**src/rtl/axis_pkt_sched_pkg.sv**
```systemverilog
// Shared types and width helpers for the AXI-Stream packet scheduler.
package axis_pkt_sched_pkg;

  localparam int GAP_W = 16;

  typedef enum logic [1:0] {
    S_IDLE      = 2'd0,
    S_ISSUE     = 2'd1,
    S_WAIT_DONE = 2'd2,
    S_GAP       = 2'd3
  } sched_state_t;

  // Bits needed to hold 0..max_val, never less than one.
  function automatic int width_of(input int max_val);
    return (max_val < 2) ? 1 : $clog2(max_val + 1);
  endfunction

endpackage

```
**src/rtl/axis_pkt_sched_rr_arb.sv**
```systemverilog
// Combinational round-robin arbiter: first request at or after i_ptr, searched cyclically.
module rr_arb
  import axis_pkt_sched_pkg::*;
#(
  parameter int N = 4,
  parameter int W = width_of(N - 1)
) (
  input  logic [N-1:0] i_req,
  input  logic [W-1:0] i_ptr,
  input  logic         i_en,
  output logic [N-1:0] o_gnt,
  output logic [W-1:0] o_idx,
  output logic         o_any
);

  logic [W-1:0] w_j;

  always_comb begin
    o_gnt = '0;
    o_idx = '0;
    o_any = 1'b0;
    w_j   = '0;
    for (int i = 0; i < N; i++) begin
      w_j = W'((int'(i_ptr) + i) % N);
      if (!o_any && i_en && i_req[w_j]) begin
        o_any      = 1'b1;
        o_gnt[w_j] = 1'b1;
        o_idx      = w_j;
      end
    end
  end

endmodule

```
**src/rtl/axis_pkt_sched.sv**
```systemverilog
// Round-robin scheduler sharing one packet generator between N_REQ requesters,
// with MTU length checking, inter-packet gap and a done timeout.
module axis_pkt_sched
  import axis_pkt_sched_pkg::*;
#(
  parameter int N_REQ        = 4,
  parameter int MTU_BYTES    = 1500,
  parameter int USER_WIDTH   = 8,
  parameter int DONE_TIMEOUT = 65535,
  parameter int LEN_W        = width_of(MTU_BYTES),
  parameter int SRC_W        = width_of(N_REQ - 1)
) (
  input  logic                        clk,
  input  logic                        aresetn,
  input  logic                        enable,
  input  logic [15:0]                 cfg_gap,
  input  logic [N_REQ-1:0]            req_valid,
  output logic [N_REQ-1:0]            req_ready,
  input  logic [N_REQ*LEN_W-1:0]      req_len,
  input  logic [N_REQ*USER_WIDTH-1:0] req_user,
  output logic                        gen_req,
  input  logic                        gen_ack,
  input  logic                        gen_done,
  output logic [LEN_W-1:0]            gen_len,
  output logic [USER_WIDTH-1:0]       gen_user,
  output logic [SRC_W-1:0]            gen_src,
  output logic                        err_len,
  output logic [SRC_W-1:0]            err_src,
  output logic                        timeout,
  output logic [31:0]                 pkt_count
);

  localparam int TMR_W = width_of(DONE_TIMEOUT - 1);

  sched_state_t r_state, w_state_nxt;
  logic [SRC_W-1:0]      r_rr_ptr, w_idx, r_gen_src, r_err_src;
  logic [N_REQ-1:0]      w_gnt;
  logic                  w_any, w_arb_en, w_len_ok, w_legal;
  logic                  w_done_evt, w_tmo_evt, w_end, w_tmr_tc, w_busy;
  logic [LEN_W-1:0]      w_len, r_gen_len;
  logic [USER_WIDTH-1:0] w_user, r_gen_user;
  logic [TMR_W-1:0]      r_tmr;
  logic [GAP_W-1:0]      r_gap;
  logic                  r_err_len, r_timeout;
  logic [31:0]           r_pkt_count;

  // aresetn in the enable keeps req_ready low while reset is held.
  assign w_arb_en = aresetn && enable && (r_state == S_IDLE);

  rr_arb #(.N(N_REQ), .W(SRC_W)) u_arb (
    .i_req (req_valid),
    .i_ptr (r_rr_ptr),
    .i_en  (w_arb_en),
    .o_gnt (w_gnt),
    .o_idx (w_idx),
    .o_any (w_any)
  );

  assign w_len    = req_len[int'(w_idx)*LEN_W +: LEN_W];
  assign w_user   = req_user[int'(w_idx)*USER_WIDTH +: USER_WIDTH];
  assign w_len_ok = (w_len != '0) && (w_len <= LEN_W'(MTU_BYTES));
  assign w_legal  = w_any && w_len_ok;

  assign w_busy     = (r_state == S_ISSUE) || (r_state == S_WAIT_DONE);
  assign w_tmr_tc   = (r_tmr == '0);
  assign w_done_evt = gen_done && (((r_state == S_ISSUE) && gen_ack) || (r_state == S_WAIT_DONE));
  assign w_tmo_evt  = w_busy && w_tmr_tc && !w_done_evt;
  assign w_end      = w_done_evt || w_tmo_evt;

  always_comb begin
    w_state_nxt = r_state;
    case (r_state)
      S_IDLE:      if (w_legal) w_state_nxt = S_ISSUE;
      S_ISSUE:     if (gen_ack) w_state_nxt = S_WAIT_DONE;
      S_WAIT_DONE: w_state_nxt = S_WAIT_DONE;
      S_GAP:       if (r_gap == '0) w_state_nxt = S_IDLE;
      default:     w_state_nxt = S_IDLE;
    endcase
    if (w_end) w_state_nxt = (cfg_gap == '0) ? S_IDLE : S_GAP;
  end

  always_ff @(posedge clk or negedge aresetn) begin
    if (!aresetn) begin
      r_state     <= S_IDLE;
      r_rr_ptr    <= '0;
      r_gen_len   <= '0;
      r_gen_user  <= '0;
      r_gen_src   <= '0;
      r_err_len   <= 1'b0;
      r_err_src   <= '0;
      r_timeout   <= 1'b0;
      r_pkt_count <= '0;
      r_tmr       <= '0;
      r_gap       <= '0;
    end else begin
      r_state   <= w_state_nxt;
      r_err_len <= w_any && !w_len_ok;
      r_timeout <= w_tmo_evt;
      if (w_any) begin
        r_rr_ptr <= (w_idx == SRC_W'(N_REQ - 1)) ? '0 : w_idx + SRC_W'(1);
        if (!w_len_ok) r_err_src <= w_idx;
      end
      if (w_legal) begin
        r_gen_len  <= w_len;
        r_gen_user <= w_user;
        r_gen_src  <= w_idx;
      end
      if (w_done_evt) r_pkt_count <= r_pkt_count + 32'd1;
      if (w_legal) r_tmr <= TMR_W'(DONE_TIMEOUT - 1);
      else if (w_busy && !w_tmr_tc) r_tmr <= r_tmr - TMR_W'(1);
      // Gap length is latched on entry so cfg_gap may change mid-gap.
      if (w_end && (cfg_gap != '0)) r_gap <= cfg_gap - GAP_W'(1);
      else if ((r_state == S_GAP) && (r_gap != '0)) r_gap <= r_gap - GAP_W'(1);
    end
  end

  assign req_ready = w_gnt;
  assign gen_req   = (r_state == S_ISSUE);
  assign gen_len   = r_gen_len;
  assign gen_user  = r_gen_user;
  assign gen_src   = r_gen_src;
  assign err_len   = r_err_len;
  assign err_src   = r_err_src;
  assign timeout   = r_timeout;
  assign pkt_count = r_pkt_count;

endmodule

```
**config.mk**
```make
export PLATFORM = sky130hd
export DESIGN_NAME = axis_pkt_sched
export DESIGN_NICKNAME = d
export VERILOG_FILES = /design/src/rtl/axis_pkt_sched_pkg.sv /design/src/rtl/axis_pkt_sched_rr_arb.sv /design/src/rtl/axis_pkt_sched.sv
export SDC_FILE = /design/constraint.sdc
export NUM_CORES = 1
export LEC_CHECK = 0
export ABC_AREA = 1
export CORE_ASPECT_RATIO = 0.6
export CORE_MARGIN = 3
export CORE_UTILIZATION = 50
export DETAILED_ROUTE_END_ITERATION = 10
export PLACE_DENSITY_LB_ADDON = 0.3
export SETUP_SLACK_MARGIN = 0.3
export SLEW_MARGIN = 20
export SYNTH_ARGS = -nofsm -noshare
export SYNTH_HDL_FRONTEND = slang
export SYNTH_HIERARCHICAL = 1
export SYNTH_SLANG_ARGS = --single-unit
```
**constraint.sdc**
```tcl
create_clock -name clk -period 4.5 [get_ports clk]
set_clock_uncertainty 0.1 [all_clocks]
set_input_delay 1.35 -clock clk [delete_from_list [all_inputs] [get_ports clk]]
set_output_delay 1.35 -clock clk [all_outputs]
set_load 0.05 [all_outputs]
```
==> metrics.md, run 1 <==
| Metric | Value |
|---|---|
| Crit Path Class | flop to output pin |
| Pwr Density | 612 mW/mm² |
| Clock power frac | 14.9% |
| Fmax | 242 MHz |
| Status | completed |
| Slew Viols, Final | 0 |
| Clock Sinks | 93 |
| Num CTS Buffers | 9 |
| Top-area cell type share of the netlist area | 37.8% |
| Post-route ant nets | 0 |
| Drt first pass iters | 6 |
| Vias per cell | 5.24 |
| Synth Area in Compound Gates | 7.41% |
| Synth Instances | 853 |
| Synth Area in XOR/XNOR | 5.69% |
| Switch Pwr | 2.68 mW |
| Crit path max-delay family | buffers and inverters |
| GRT overflow | 0 |
| Worst Hold Class | flop to flop |
| Crit path DAT | 2.68 ns |
| Hold path start | pkt_count[31]$_DFFE_PN0N_ |
| H-tree lvl count | 3 |
| CP max stage cell | dfrtp_1 |
| Simple-gate portion of the synthesized area | 37.8% |
| # IOs | 163 |
| Antenna violations before repair | 0 |
| Setup TNS | 0 ns |
| Ys flop type | dfrtp_1 |
| Switching Share | 51.3% |
| Synth unique cells | 40 |
| Reg clk slew, reported paths | 0.07 ns |
| Largest family of logic cells by synthesized area | simple AND/OR/NAND/NOR gates |
| Fin cells | 1,199 |
| Port Buffers | 162 |
| Largest net degree at the start of global routing | 77 |
| Via count | 6,280 |
| Int Power | 2.55 mW |
| GRT Util Overall | 26.4% |
| Final setup viols | 0 |
| Die area | 0.0137 mm² |
| Share of cells above drive strength 1 | 11.7% |
| NumNets Final | 1,151 |
| Mapped Nets | 970 |
| Fin crit period | 4.13 ns |
| First-pass GRT wire length | 29,300 µm |
| CP peak stage delay | 0.64 ns |
| WL final | 18,000 µm |
| Clock Latency Late Sink | 0.35 ns |
| Most common cell in the netlist | nand2_1 |
| Slew margin rel. | 37.5% |
| Hold Fails Final Rpt | 0 |
| Vias in the first global route | 5,828 |
| TritonCTS clock tree | built |
| Seq/Total Area, Yosys | 37.8% |
| Area grow syn2layout | 38.8% |
| RD Place Congestion | 0.935 |
| Most frequent CP cell | nand3_4 |
| Worst Max-Slew Pin Slew | 0.937 ns |
| Crit. End Element | output pin |
| Ant. Diodes | 0 |
| Leading area contributor after synthesis | dfrtp_1 |
| Adder-cell share of the synthesized area | 3.25% |
| Maximum Capacitance Violations | 0 |
| Post-DP HPWL | 13,500 µm |
| Leak | 4.07 nW |
| Initial Util | 52.8% |
| Critical path startpoint | r_rr_ptr[0]$_DFFE_PN0P_ |
| Per-cell routed wire length | 15.0 µm |
| Worst EP required | 3.05 ns |
| Comb power frac | 61.0% |
| Core Region | 0.0117 mm² |
| Yosys warnings | 6 |
| RSZ-0062 raised after global routing | false |
| Top area cells in the synthesized netlist | dfrtp_1 38%, nand2_1 16%, inv_1 5.6%, nor2_1 5.1%, nand3_1 4.8% |
| Deepest clock path buffer count | 2 |
| Buf/Inv on CP | 4 |
| # rows | 30 |
| Post-synthesis register bit count | 93 |
| Die extent in x | 149 µm |
| Fillcell total | 917 |
| Sequential power share | 24.1% |
| Worst path cell trace | inv_2 -> ha_1 -> inv_1 -> nand3_4 -> nand2_1 -> nand3_4 -> buf_6 -> nor3_2 -> nor2_1 -> nand2_2 -> buf_12 |
| CTS Root Buffer Type | clkbuf_16 |
| Final Cycle Share | 91.8% |
| Post-route DRC | 0 |
| DP Cell Count | 1,177 |
| Die H | 92.0 µm |
| Initial drt markers | 451 |
| Crit path max fanout | 11 |
| Worst vdd ir | 0.315 mV |
| Mapped cell area | 0.00616 mm² |
| Post-synthesis mux area share | 0% |
| Ys async rst share | 100% |
| Syn avg cell area | 7.22 µm² |
| RR Startpoint | r_rr_ptr[0]$_DFFE_PN0P_ |
| Post-synth EDFFs | 0 |
| Commonest cells in the netlist | 265 x nand2_1, 93 x dfrtp_1, 92 x inv_1 |
| Crit start category | flop |
-- power by group through the flow --
stage	logic [mW]	clock network, mW	registers, mW
floorplan	1.70	0	1.64
global placement	2.99	0	1.26
detailed placement	3.04	0	1.26
CTS	3.12	0.792	1.25
global route	3.51	0.828	1.29
finish	3.19	0.781	1.26
-- path summary, 6_finish.rpt --
kind / slack [ns] / end / cells after the start
setup / recovery: 0.37 / req_ready[3] / 11
hold / removal: 0.38 / pkt_count[31]$_DFFE_PN0N_ / 1
setup reg to reg: 0.53 / r_tmr[1]$_DFFE_PN0P_ / 22
hold reg to reg: 0.38 / pkt_count[31]$_DFFE_PN0N_ / 1
max in group asynchronous: 2.16 / r_rr_ptr[1]$_DFFE_PN0P_ / 3
min in group asynchronous: 0.90 / r_gap[6]$_DFFE_PN0P_ / 2
-- worst reg2reg max path, delay by kind of cell, from the launching register on --
| family | cells | cell delay, ns |
|---|---|---|
| buffers and inverters | 7 | 1.16 |
| and+or+nand+nor | 11 | 1.15 |
| DFF | 1 | 0.64 |
| AOI/OAI and AO/OA | 3 | 0.41 |
| adders and majority gates | 1 | 0.39 |
-- registers in the layout, summed over array words and instances (netlist names) --
register	flops
gen_src	2
err_len	1
gen_user	8
r_rr_ptr	2
r_tmr	16
err_src	2
gen_len	11
r_state	2
pkt_count	32
r_gap	16
timeout	1
-- cell type report --
cell class | instances | area, µm² | area share [%]
inverter | 99 | 374 | 4.38
tap | 160 | 200 | 2.34
timing repair buffer | 193 | 1930 | 22.5
clock inverter | 7 | 81.3 | 0.951
sequential | 93 | 2330 | 27.2
clock buffer | 9 | 225 | 2.63
multi-input combinational | 638 | 3420 | 39.9
-- cells in the final DEF, fill, tap and decap left out, drive strengths merged --
cell type and count:
nor2 95, nor3 19, nand3 71, xnor2 18
a22oi 1, o41ai 1, ha 16, o311ai 1
o22ai 9, a21oi 1, nand3b 3, dfrtp 93
clkdlybuf4s50 152, clkbuf 9, dlygate4sd2 5, nand4 31
xor2 22, buf 36, nand2 279, a31oi 1
o21ai 58, nor4 2, clkinv 2, o31ai 1
o22a 2, inv 104, or2 2, o211ai 5
-- layer usage --
layer	routed length [µm]	vias up	track usage, %
met5	0	-	0
met4	153	0	4.49
met3	1690	18	6.47
met2	7490	263	37.5
met1	8710	2888	41.0
li1	-	3111	-
-- cells by family after synthesis --
logic type | after synthesis
adders and majority gates | 16
buffers and inverters | 123
DFF | 93
AOI/OAI and AO/OA | 80
xor gates and xnor gates | 40
and+or+nand+nor | 501
-- stage by stage --
stage               instance area [µm²]  power (mW)  worst slack (ns)  hold slack (ns)  util [%]
floorplan                          6160        3.33             0.529            0.349         -
detailed placement                 8110        4.30           0.00896            0.368      69.5
finish                             8550        5.23             0.371            0.381      73.2
global route                       8550        5.62             0.293            0.408      73.2
global placement                   8110        4.25            0.0671            0.363      69.5
CTS                                8510        5.17             0.414            0.389      72.9
-- what timing repair did --
item,4_1_cts,5_1_grt
setup endpoints to repair,5,35
pin swaps,14,3
resized for setup,25,7
hold buffers,0,0
buffers inserted,3,2
cloned,0,1
No activity file was read; power rests on OpenSTA's default activity.
==> run 2: changes to the inputs <==
- SKIP_CTS_REPAIR_TIMING: not set -> 1
==> run 2 against run 1 <==
  * Final cell count barely moved
  * Maximum frequency up 1.5%
  * Worst setup slack better by 0.062 ns
  * Sequential share of layout area is 0.21 points lower
  * Non-clock buffer count increased by 1
  * Routed wire length increased by 1.0%
  * Combinational power rose by 2%
  * Critical endpoint is now req_ready[0]
  * Largest cell class unchanged
==> metrics.md, run 2 (synthesis results as in run 1) <==
| Metric | Value |
|---|---|
| Status | completed |
| Critical path startpoint | req_valid[1] |
| Vias per cell | 5.25 (+0.17%) |
| Switch Pwr | 2.71 mW (+1.2%) |
| Post-DP HPWL | 13,500 µm (unchanged) |
| Area grow syn2layout | 39.9% |
| Worst vdd ir | 0.315 mV (about the same) |
| Die area | 0.0137 mm² (unchanged) |
| Initial Util | 52.8% (unchanged) |
| Crit start category | input port |
| Final Cycle Share | 90.4% (-1.4 points) |
| Deepest clock path buffer count | 2 (unchanged) |
| Share of cells above drive strength 1 | 12.2% (+0.47 points) |
| Maximum Capacitance Violations | 0 (unchanged) |
| Worst Reg-to-Reg Cells | 22 (unchanged) |
| Clock Latency Late Sink | 0.35 ns (about the same) |
| Reg clk slew, reported paths | 0.07 ns (about the same) |
| Fin crit period | 4.07 ns (-0.0620 ns) |
| Crit. End Element | output pin |
| Num CTS Buffers | 9 (unchanged) |
| Reg-to-reg critical path endpoint | r_tmr[1]$_DFFE_PN0P_ |
| RD Place Congestion | 0.935 (unchanged) |
| Area of the multi-input gates | 0.00345 mm² (+1.0%) |
| R2R Setup Slk | 0.71 ns (+0.18 ns) |
| Setup TNS | 0 ns (unchanged) |
| Crit path DAT | 2.62 ns (-0.06 ns) |
| Core Region | 0.0117 mm² (unchanged) |
| Ant. Diodes | 0 (unchanged) |
| Initial drt markers | 489 (+8.4%) |
| Comb power frac | 61.4% (+0.4 points) |
| NumNets Final | 1,152 (+0.087%) |
| Slew Viols, Final | 0 (unchanged) |
| Vias in the first global route | 5,778 (-0.86%) |
| Drt first pass iters | 5 (-1) |
| CTS Root Buffer Type | clkbuf_16 |
| Post-route ant nets | 0 (unchanged) |
| Sequential power share | 23.9% (-0.2 points) |
| Hold slack | 0.382 ns (+0.000546 ns) |
| Crit path max fanout | 5 (-6) |
| Power, Total | 5.28 mW (+0.97%) |
| Slew margin rel. | 38.1% (+0.54 points) |
| Max reg flops | 32 (unchanged) |
| RR Startpoint | r_rr_ptr[1]$_DFFE_PN0P_ |
| # IOs | 163 (unchanged) |
| Per-cell routed wire length | 15.2 µm (+0.95%) |
| Clock power frac | 14.7% (-0.2 points) |
| Worst Max-Slew Pin Slew | 0.929 ns (-0.00811 ns) |
| Final setup viols | 0 (unchanged) |
| Die H | 92.0 µm (unchanged) |
| H-tree lvl count | 3 (unchanged) |
| Switching Share | 51.4% (+0.099 points) |
| Clock Sinks | 93 (unchanged) |
| Pwr Density | 613 mW/mm² (+0.14%) |
| Antenna violations before repair | 0 (unchanged) |
| Int Power | 2.57 mW (+0.76%) |
| Most common cell after layout, fill and taps aside | nand2_1 |
| TritonCTS clock tree | built |
| Port Buffers | 162 (unchanged) |
| Die extent in x | 149 µm (unchanged) |
| Worst Hold Class | flop to flop |
| Fmax | 246 MHz (+1.5%) |
| Crit Path Class | input port to output pin |
| Via count | 6,296 (+0.25%) |
| Fillcell total | 899 (-2.0%) |
| GRT overflow | 0 (unchanged) |
| Post-route DRC | 0 (unchanged) |
| Worst EP required | 3.05 ns (about the same) |
| Setup crit end | req_ready[0] |
| Largest net degree at the start of global routing | 77 (unchanged) |
| Most frequent cells in the layout | 252 x nand2_1, 152 x clkdlybuf4s50_1, 92 x inv_1, 91 x dfrtp_1, 81 x nor2_1 |
| RSZ-0062 raised after global routing | false |
| First-pass GRT wire length | 29,100 µm (-0.92%) |
| Register area | 0.00233 mm² (about the same) |
| GRT Util Overall | 26.2% (-0.21 points) |
| Hold Fails Final Rpt | 0 (unchanged) |
| Leak | 4.14 nW (+1.7%) |
| WL final | 18,200 µm (+1.0%) |
| # rows | 30 (unchanged) |
run 2: cell type report:
cell class,count,share of cell area [%]
Clock inverter,7,0.943
Tap cell,160,2.32
Clock buffer,9,2.61
Sequential cell,93,27.0
Multi-Input combinational cell,638,40.0
Inverter,99,4.40
Timing Repair Buffer,194,22.7
run 2: worst max-delay path, cell delays in order:
cell,delay [ns]
dlymetal6s2s_1,0.16
nand2_2,0.12
nand3_4,0.12
nand2_8,0.13
nand3_4,0.08
buf_8,0.15
nor3_4,0.17
nor2_1,0.07
nand2_2,0.11
buf_12,0.14
run 2: worst min path at each step:
stage | from | depth (start not counted) | end
floorplan | r_gap[10]$_DFFE_PN0P_ | 2 | r_gap[10]$_DFFE_PN0P_
global placement | pkt_count[31]$_DFFE_PN0N_ | 1 | pkt_count[31]$_DFFE_PN0N_
detailed placement | gen_user[6]$_DFFE_PN0P_ | 2 | gen_user[6]$_DFFE_PN0P_
CTS | gen_user[6]$_DFFE_PN0P_ | 2 | gen_user[6]$_DFFE_PN0P_
global route | gen_user[1]$_DFFE_PN0P_ | 2 | gen_user[1]$_DFFE_PN0P_
finish | pkt_count[31]$_DFFE_PN0N_ | 1 | pkt_count[31]$_DFFE_PN0N_
run 2: layer usage:
| metal | routed length, µm | GRT usage (%) | part of all wire (%) | up-vias |
|---|---|---|---|---|
| li1 | - | - | - | 3108 |
| met1 | 8850 | 40.9 | 49 | 2930 |
| met2 | 7680 | 37.0 | 42 | 246 |
| met3 | 1580 | 6.32 | 8.7 | 12 |
| met4 | 110 | 4.49 | 0.60 | 0 |
| met5 | 0 | 0 | 0 | - |
run 2: stage by stage:
step	area, µm²	utilization, %	setup WS, ns	std cells
3_3_place_gp	8110	69.5	0.0671	1177
4_1_cts	8420	72.1	0.111	1193
5_1_grt	8620	73.9	0.345	1200
2_1_floorplan	6160	-	0.529	853
6_report	8620	73.9	0.433	1200
3_5_place_dp	8110	69.5	0.00896	1177
run 2: power by group through the flow:
| stage | clock network (mW) | registers (mW) | logic [mW] |
|---|---|---|---|
| 3_5_place_dp | 0 | 1.26 | 3.04 |
| 2_1_floorplan | 0 | 1.64 | 1.70 |
| 3_3_place_gp | 0 | 1.26 | 2.99 |
| 5_1_grt | 0.828 | 1.29 | 3.55 |
| 6_report | 0.778 | 1.26 | 3.24 |
| 4_1_cts | 0.792 | 1.25 | 3.07 |
